==> src/rtl/router_pkt_reg.sv <==
`default_nettype none
// ============================================================================
// Module   : router_pkt_reg
// Purpose  : Input-side register block of the 1x3 router. It captures the
//            packet header and streams header, payload and parity towards the
//            selected output FIFO with an explicit write strobe. Bytes that
//            arrive while that FIFO is full are parked in a small skid buffer.
//            It also checks XOR parity, payload length and skid overflow.
// Ports    : clock, resetn           - clock, synchronous active-low reset
//            i_pkt_valid, i_data_in  - incoming byte stream (pkt_valid low on parity)
//            i_fifo_full             - selected output FIFO is full
//            i_detect_add .. i_rst_int_reg - FSM state decodes (one-hot or none)
//            o_dout, o_dout_wr       - byte to output FIFO and its write enable
//            o_skid_empty, o_skid_count - skid buffer occupancy (post-edge)
//            o_low_pkt_valid         - parity byte seen in this packet
//            o_parity_done           - parity byte has been written to o_dout
//            o_err, o_len_err, o_ovf_err - parity / length / overflow errors
// Revision : 1.0 - initial parametrised release
// ============================================================================
module router_pkt_reg #(
    parameter int DW         = 8,
    parameter int SKID_DEPTH = 2
) (
    input  logic                              clock,
    input  logic                              resetn,
    input  logic                              i_pkt_valid,
    input  logic [DW-1:0]                     i_data_in,
    input  logic                              i_fifo_full,
    input  logic                              i_detect_add,
    input  logic                              i_lfd_state,
    input  logic                              i_ld_state,
    input  logic                              i_laf_state,
    input  logic                              i_rst_int_reg,
    output logic [DW-1:0]                     o_dout,
    output logic                              o_dout_wr,
    output logic                              o_skid_empty,
    output logic [$clog2(SKID_DEPTH+1)-1:0]   o_skid_count,
    output logic                              o_low_pkt_valid,
    output logic                              o_parity_done,
    output logic                              o_err,
    output logic                              o_len_err,
    output logic                              o_ovf_err
);

    localparam int c_CNT_W = $clog2(SKID_DEPTH + 1);
    localparam int c_PTR_W = (SKID_DEPTH > 1) ? $clog2(SKID_DEPTH) : 1;
    localparam int c_LEN_W = DW - 2;

    // ------------------------------------------------------------------
    // Registers
    // ------------------------------------------------------------------
    logic [DW-1:0]      r_hdr;
    logic [DW-1:0]      r_dout;
    logic               r_dout_wr;
    logic [DW-1:0]      r_skid_data [SKID_DEPTH];
    logic [SKID_DEPTH-1:0] r_skid_last;
    logic [c_PTR_W-1:0] r_rptr;
    logic [c_PTR_W-1:0] r_wptr;
    logic [c_CNT_W-1:0] r_count;
    logic               r_skid_empty;
    logic [DW-1:0]      r_int_parity;
    logic [DW-1:0]      r_pkt_parity;
    logic [c_LEN_W-1:0] r_pay_cnt;
    logic               r_low_pkt_valid;
    logic               r_parity_done;
    logic               r_err;
    logic               r_len_err;
    logic               r_ovf_err;

    // ------------------------------------------------------------------
    // Skid control
    // ------------------------------------------------------------------
    logic               w_pop;
    logic               w_direct;
    logic               w_push_req;
    logic               w_full;
    logic               w_drop;
    logic               w_push;
    logic               w_accept;
    logic [c_CNT_W-1:0] w_count_next;
    logic [DW-1:0]      w_head_data;
    logic               w_head_last;

    function automatic logic [c_PTR_W-1:0] f_ptr_inc(input logic [c_PTR_W-1:0] p);
        if (p == c_PTR_W'(SKID_DEPTH - 1)) begin
            return '0;
        end
        return p + c_PTR_W'(1);
    endfunction

    always_comb begin
        w_head_data  = r_skid_data[r_rptr];
        w_head_last  = r_skid_last[r_rptr];
        w_full       = (r_count == c_CNT_W'(SKID_DEPTH));
        // Header output has top priority; skid drains before fresh data so
        // byte order on o_dout always matches arrival order.
        w_pop        = !i_lfd_state && (i_laf_state || i_ld_state) &&
                       !i_fifo_full && !r_skid_empty;
        w_direct     = !i_lfd_state && i_ld_state && !i_fifo_full && r_skid_empty;
        // A byte must be parked whenever it cannot go straight out: either the
        // FIFO is full or older bytes are still waiting in the skid.
        w_push_req   = !i_lfd_state && i_ld_state && (i_fifo_full || !r_skid_empty);
        // A full skid that pops in the same cycle frees its slot: no drop.
        w_drop       = w_push_req && w_full && !w_pop;
        w_push       = w_push_req && !w_drop;
        w_accept     = w_direct || w_push;
        w_count_next = r_count + c_CNT_W'(w_push) - c_CNT_W'(w_pop);
    end

    // ------------------------------------------------------------------
    // Skid buffer storage (circular)
    // ------------------------------------------------------------------
    always_ff @(posedge clock) begin
        if (!resetn) begin
            for (int i = 0; i < SKID_DEPTH; i++) begin
                r_skid_data[i] <= '0;
            end
            r_skid_last  <= '0;
            r_rptr       <= '0;
            r_wptr       <= '0;
            r_count      <= '0;
            r_skid_empty <= 1'b1;
        end else begin
            if (w_push) begin
                r_skid_data[r_wptr] <= i_data_in;
                r_skid_last[r_wptr] <= !i_pkt_valid;
                r_wptr              <= f_ptr_inc(r_wptr);
            end
            if (w_pop) begin
                r_rptr <= f_ptr_inc(r_rptr);
            end
            r_count      <= w_count_next;
            r_skid_empty <= (w_count_next == '0);
        end
    end

    // ------------------------------------------------------------------
    // Output byte path
    // ------------------------------------------------------------------
    always_ff @(posedge clock) begin
        if (!resetn) begin
            r_dout        <= '0;
            r_dout_wr     <= 1'b0;
            r_parity_done <= 1'b0;
        end else begin
            r_dout_wr <= 1'b0;
            if (i_detect_add) begin
                r_parity_done <= 1'b0;
            end
            if (i_lfd_state) begin
                r_dout    <= r_hdr;
                r_dout_wr <= 1'b1;
            end else if (w_pop) begin
                r_dout    <= w_head_data;
                r_dout_wr <= 1'b1;
                if (w_head_last) begin
                    r_parity_done <= 1'b1;
                end
            end else if (w_direct) begin
                r_dout    <= i_data_in;
                r_dout_wr <= 1'b1;
                if (!i_pkt_valid) begin
                    r_parity_done <= 1'b1;
                end
            end
        end
    end

    // ------------------------------------------------------------------
    // Header, parity, length and error tracking
    // ------------------------------------------------------------------
    always_ff @(posedge clock) begin
        if (!resetn) begin
            r_hdr           <= '0;
            r_int_parity    <= '0;
            r_pkt_parity    <= '0;
            r_pay_cnt       <= '0;
            r_low_pkt_valid <= 1'b0;
            r_err           <= 1'b0;
            r_len_err       <= 1'b0;
            r_ovf_err       <= 1'b0;
        end else begin
            if (i_detect_add && i_pkt_valid) begin
                r_hdr <= i_data_in;
            end

            if (i_detect_add) begin
                r_int_parity <= '0;
                r_pkt_parity <= '0;
                r_pay_cnt    <= '0;
                r_ovf_err    <= 1'b0;
            end else begin
                if (i_lfd_state && i_pkt_valid) begin
                    r_int_parity <= r_int_parity ^ r_hdr;
                end else if (w_accept && i_pkt_valid) begin
                    r_int_parity <= r_int_parity ^ i_data_in;
                end
                if (w_accept && i_pkt_valid) begin
                    r_pay_cnt <= r_pay_cnt + c_LEN_W'(1);
                end
                if (w_accept && !i_pkt_valid) begin
                    r_pkt_parity <= i_data_in;
                end
                if (w_drop) begin
                    r_ovf_err <= 1'b1;
                end
            end

            if (i_rst_int_reg) begin
                r_low_pkt_valid <= 1'b0;
            end else if (i_ld_state && !i_pkt_valid) begin
                r_low_pkt_valid <= 1'b1;
            end

            if (i_rst_int_reg && !i_pkt_valid) begin
                r_err     <= (r_int_parity != r_pkt_parity);
                r_len_err <= (r_pay_cnt != r_hdr[DW-1:2]);
            end
        end
    end

    assign o_dout          = r_dout;
    assign o_dout_wr       = r_dout_wr;
    assign o_skid_empty    = r_skid_empty;
    assign o_skid_count    = r_count;
    assign o_low_pkt_valid = r_low_pkt_valid;
    assign o_parity_done   = r_parity_done;
    assign o_err           = r_err;
    assign o_len_err       = r_len_err;
    assign o_ovf_err       = r_ovf_err;

endmodule
`default_nettype wire

==> config.mk <==
export PLATFORM = sky130hd
export DESIGN_NAME = router_pkt_reg
export DESIGN_NICKNAME = d
export VERILOG_FILES = /design/src/rtl/router_pkt_reg.sv
export SDC_FILE = /design/constraint.sdc
export NUM_CORES = 1
export LEC_CHECK = 0
export BUFFER_PORTS_ARGS = -buffer_cell sky130_fd_sc_hd__buf_2
export CORE_MARGIN = 2
export CORE_UTILIZATION = 35
export DETAILED_ROUTE_END_ITERATION = 10
export SYNTH_ARGS = -nofsm -noshare
export SYNTH_HDL_FRONTEND = slang
export SYNTH_SLANG_ARGS = --single-unit
==> constraint.sdc <==
create_clock -name clock -period 3.4 [get_ports clock]
set_input_delay 0.68 -clock clock [delete_from_list [all_inputs] [get_ports clock]]
set_output_delay 0.68 -clock clock [all_outputs]
set_load 0.02 [all_outputs]
==> flow_summary.json <==
{
  "outcome": "finished clean",
  "crit_type": "in2reg",
  "holdWs_ps": 473,
  "place_ws_ps": 640,
  "relSlewSlack_pct": 52.7,
  "cp_max_fo": 24,
  "cts_resized": 0,
  "clockPowerShare_pct": 39.4,
  "die_area_um2": 9850,
  "synth_edf_count": 16,
  "p_leak_nw": 1.43,
  "max_stage_delay_ps": 710,
  "fin_nets": 363,
  "cts.sinks": 68,
  "final_common_cell": "dfxtp_1",
  "layout_common_cells": "dfxtp_1 (52), buf_2 (33), and2_1 (24)",
  "holdBufCountCts": 0,
  "p_sw_share_pct": 25.0,
  "cts-root-buf": "clkbuf_8",
  "grt_usage_pct": 15.4,
  "setup_viol": 0,
  "ant_nets": 0,
  "start_kind": "primary input",
  "critPathSlowestCell": "or4_4",
  "seqPwrFrac_pct": 49.0,
  "globalRoute.totalOverflow": 0,
  "fin_worst_skew_ps": 12.2,
  "drive_gt1_share_pct": 18.4,
  "drc_errors": 0,
  "postCtsSetupBuffers": 0,
  "io_pins": 34,
  "wl_per_cell_um": 15.6,
  "post_synth.cell_area_avg_um2": 10.1,
  "grt_max_degree": 35,
  "layout_min_cycle_time_ps": 2430,
  "hpwl_um": 5130,
  "power_density_nw_per_um2": 506,
  "die_y_um": 99.2,
  "layout_setup_ws_ps": 968,
  "synthArstFlopShare_pct": 0,
  "antenna_found_initial": 0,
  "final.setup.tns_ps": 0,
  "viasPerCell": 5.22,
  "start_util_pct": 36.2,
  "worst_skew_pair.late_latency_ps": 340,
  "synth_top_flop_cell": "dfxtp_1",
  "cp.arrival_ps": 2670,
  "critPathRequiredTime_ps": 3640,
  "drv_cap": 0,
  "hold_depth": 2,
  "p_comb_share_pct": 11.6,
  "numPortBuffers": 33,
  "final.period_utilization_pct": 71.5,
  "die_w_um": 99.2,
  "syn_nets": 334,
  "cts_inserted_buffers": 9,
  "grt_pass1_vias": 2311,
  "path_clk_slew_ps": 70,
  "syn_inst": 314,
  "yosys_register_bits": 68,
  "htree_levels": 3,
  "ys_warn_count": 0,
  "core-area_um2": 8760,
  "cts_tree": "built",
  "final-hold-violation-count": 0,
  "vias": 2379,
  "synth_area_um2": 3170,
  "gp_congestion": 0.817,
  "p_int_mw": 1.38,
  "syn_to_final_growth_pct": 14.5,
  "worst_pin_slew_ps": 707,
  "crit_chain": "buf_2 > or4_4 > inv_1 > ha_1 > inv_1 > ha_1 > xnor2_1 > xnor2_1 > and2_1 > nor2_1",
  "drt_iter0_markers": 152,
  "rsz0062_at_grt": "no",
  "wl_um": 7110,
  "p_switching_mw": 0.459,
  "clockBufferDepth": 2,
  "core.rowCount": 34,
  "endpoint_kind": "flop",
  "slew_viol_final": 0,
  "peakVddDrop_mv": 0.342,
  "firstDrtPassIters": 4,
  "ys_types": 44,
  "synth.yosys.seq_area_share_pct": 47.9,
  "fmax_mhz": 411,
  "diodes": 0,
  "reg2reg_depth": 9,
  "hold_path.class": "reg2reg",
  "grt_pass1_wl_um": 11800
}
==> critical path: cells and delay by family <==
family / cells / cell delay [ps]
adders and majority gates: 2 / 370
and+or+nand+nor: 3 / 950
buffers and inverters: 3 / 400
xor gates and xnor gates: 2 / 270
==> flip-flops by register name, indices dropped and copies added, names as in the netlist, named ones only <==
name / cells
o_ovf_err: 1
o_len_err: 1
o_skid_count: 2
o_parity_done: 1
o_dout: 8
r_int_parity: 8
r_pay_cnt: 6
o_skid_empty: 1
r_pkt_parity: 8
r_hdr: 8
r_skid_data: 16
o_err: 1
o_low_pkt_valid: 1
r_rptr: 1
r_skid_last: 2
o_dout_wr: 1
r_wptr: 1
==> cell usage after synthesis, drive strengths merged (2+ instances only) <==
library cell  count  area share (%)
nand4             2            0.39
o311ai            8             2.2
a21boi            8             1.9
nand3            13             2.2
ha                3             1.2
inv              15             1.8
a32oi             9             2.5
and3              3            0.59
or3               2            0.39
xnor2            13             3.6
a21oi            14             2.2
nand2            17             2.0
nor2             24             2.9
buf               4            0.79
nand2b            3            0.59
o221a             8             2.8
nor3b             2            0.63
clkbuf           13             1.5
nor2b             3            0.59
mux2i            18             5.7
o21ai             6            0.95
xor2             16             4.4
o31ai             9             3.2
dfxtp            52              33
edfxtp           16              15
and2             24             4.7
==> routing by layer <==
| layer | wire (um) | share of wire, % | GRT usage, % |
|---|---|---|---|
| met3 | 258 | 3.6 | 3.79 |
| met2 | 3240 | 46 | 24.2 |
| met5 | 0 | 0 | 0 |
| met4 | 128 | 1.8 | 5.90 |
| met1 | 3480 | 49 | 20.5 |
==> power groups by stage <==
stage               combinational, mW  sequential, mW  clock, mW
finish                          0.214           0.902      0.725
global route                    0.237           0.906      0.773
CTS                             0.215           0.901      0.742
detailed placement              0.214           0.920          0
global placement                0.212           0.918          0
floorplan                       0.133           0.927          0
==> stage by stage <==
step	cell area, um2	power (mW)	util, %	cells
4_1_cts	3630	1.86	41.5	456
6_report	3630	1.84	41.5	456
3_5_place_dp	3420	1.13	39.0	440
3_3_place_gp	3420	1.13	39.0	440
2_1_floorplan	3170	1.06	-	314
5_1_grt	3630	1.92	41.5	456
==> final cells by class <==
class	count	area (um2)
fillers	895	5130
repair buffers	35	180
clock inverters	4	72.6
inverters	15	56.3
flip-flops and latches	68	1520
multi-input cells	214	1520
well taps	108	135
clock buffers	12	145
==> cells by family (layout without fill, tap and decap cells) <==
group | Yosys count | in the layout | share of synthesized area (%)
AND/OR/NAND/NOR | 99 | 99 | 16.5
flip-flops | 68 | 68 | 47.9
AO/OA/AOI/OAI | 65 | 65 | 16.6
buffers and inverters | 32 | 66 | 4.10
XOR/XNOR | 29 | 29 | 8.00
multiplexers | 18 | 18 | 5.68
adder cells (fa/ha/maj) | 3 | 3 | 1.18
==> final timing paths <==
path | startpoint | endpoint | slack [ps]
setup / recovery | i_lfd_state | o_skid_empty$_SDFF_PN1_ | 970
hold / removal | r_skid_last[1]$_SDFFE_PN0P_ | r_skid_last[1]$_SDFFE_PN0P_ | 470
setup reg to reg | o_skid_empty$_SDFF_PN1_ | o_skid_empty$_SDFF_PN1_ | 1180
hold reg to reg | r_skid_last[1]$_SDFFE_PN0P_ | r_skid_last[1]$_SDFFE_PN0P_ | 470
Power figures use the tool's default switching activity.
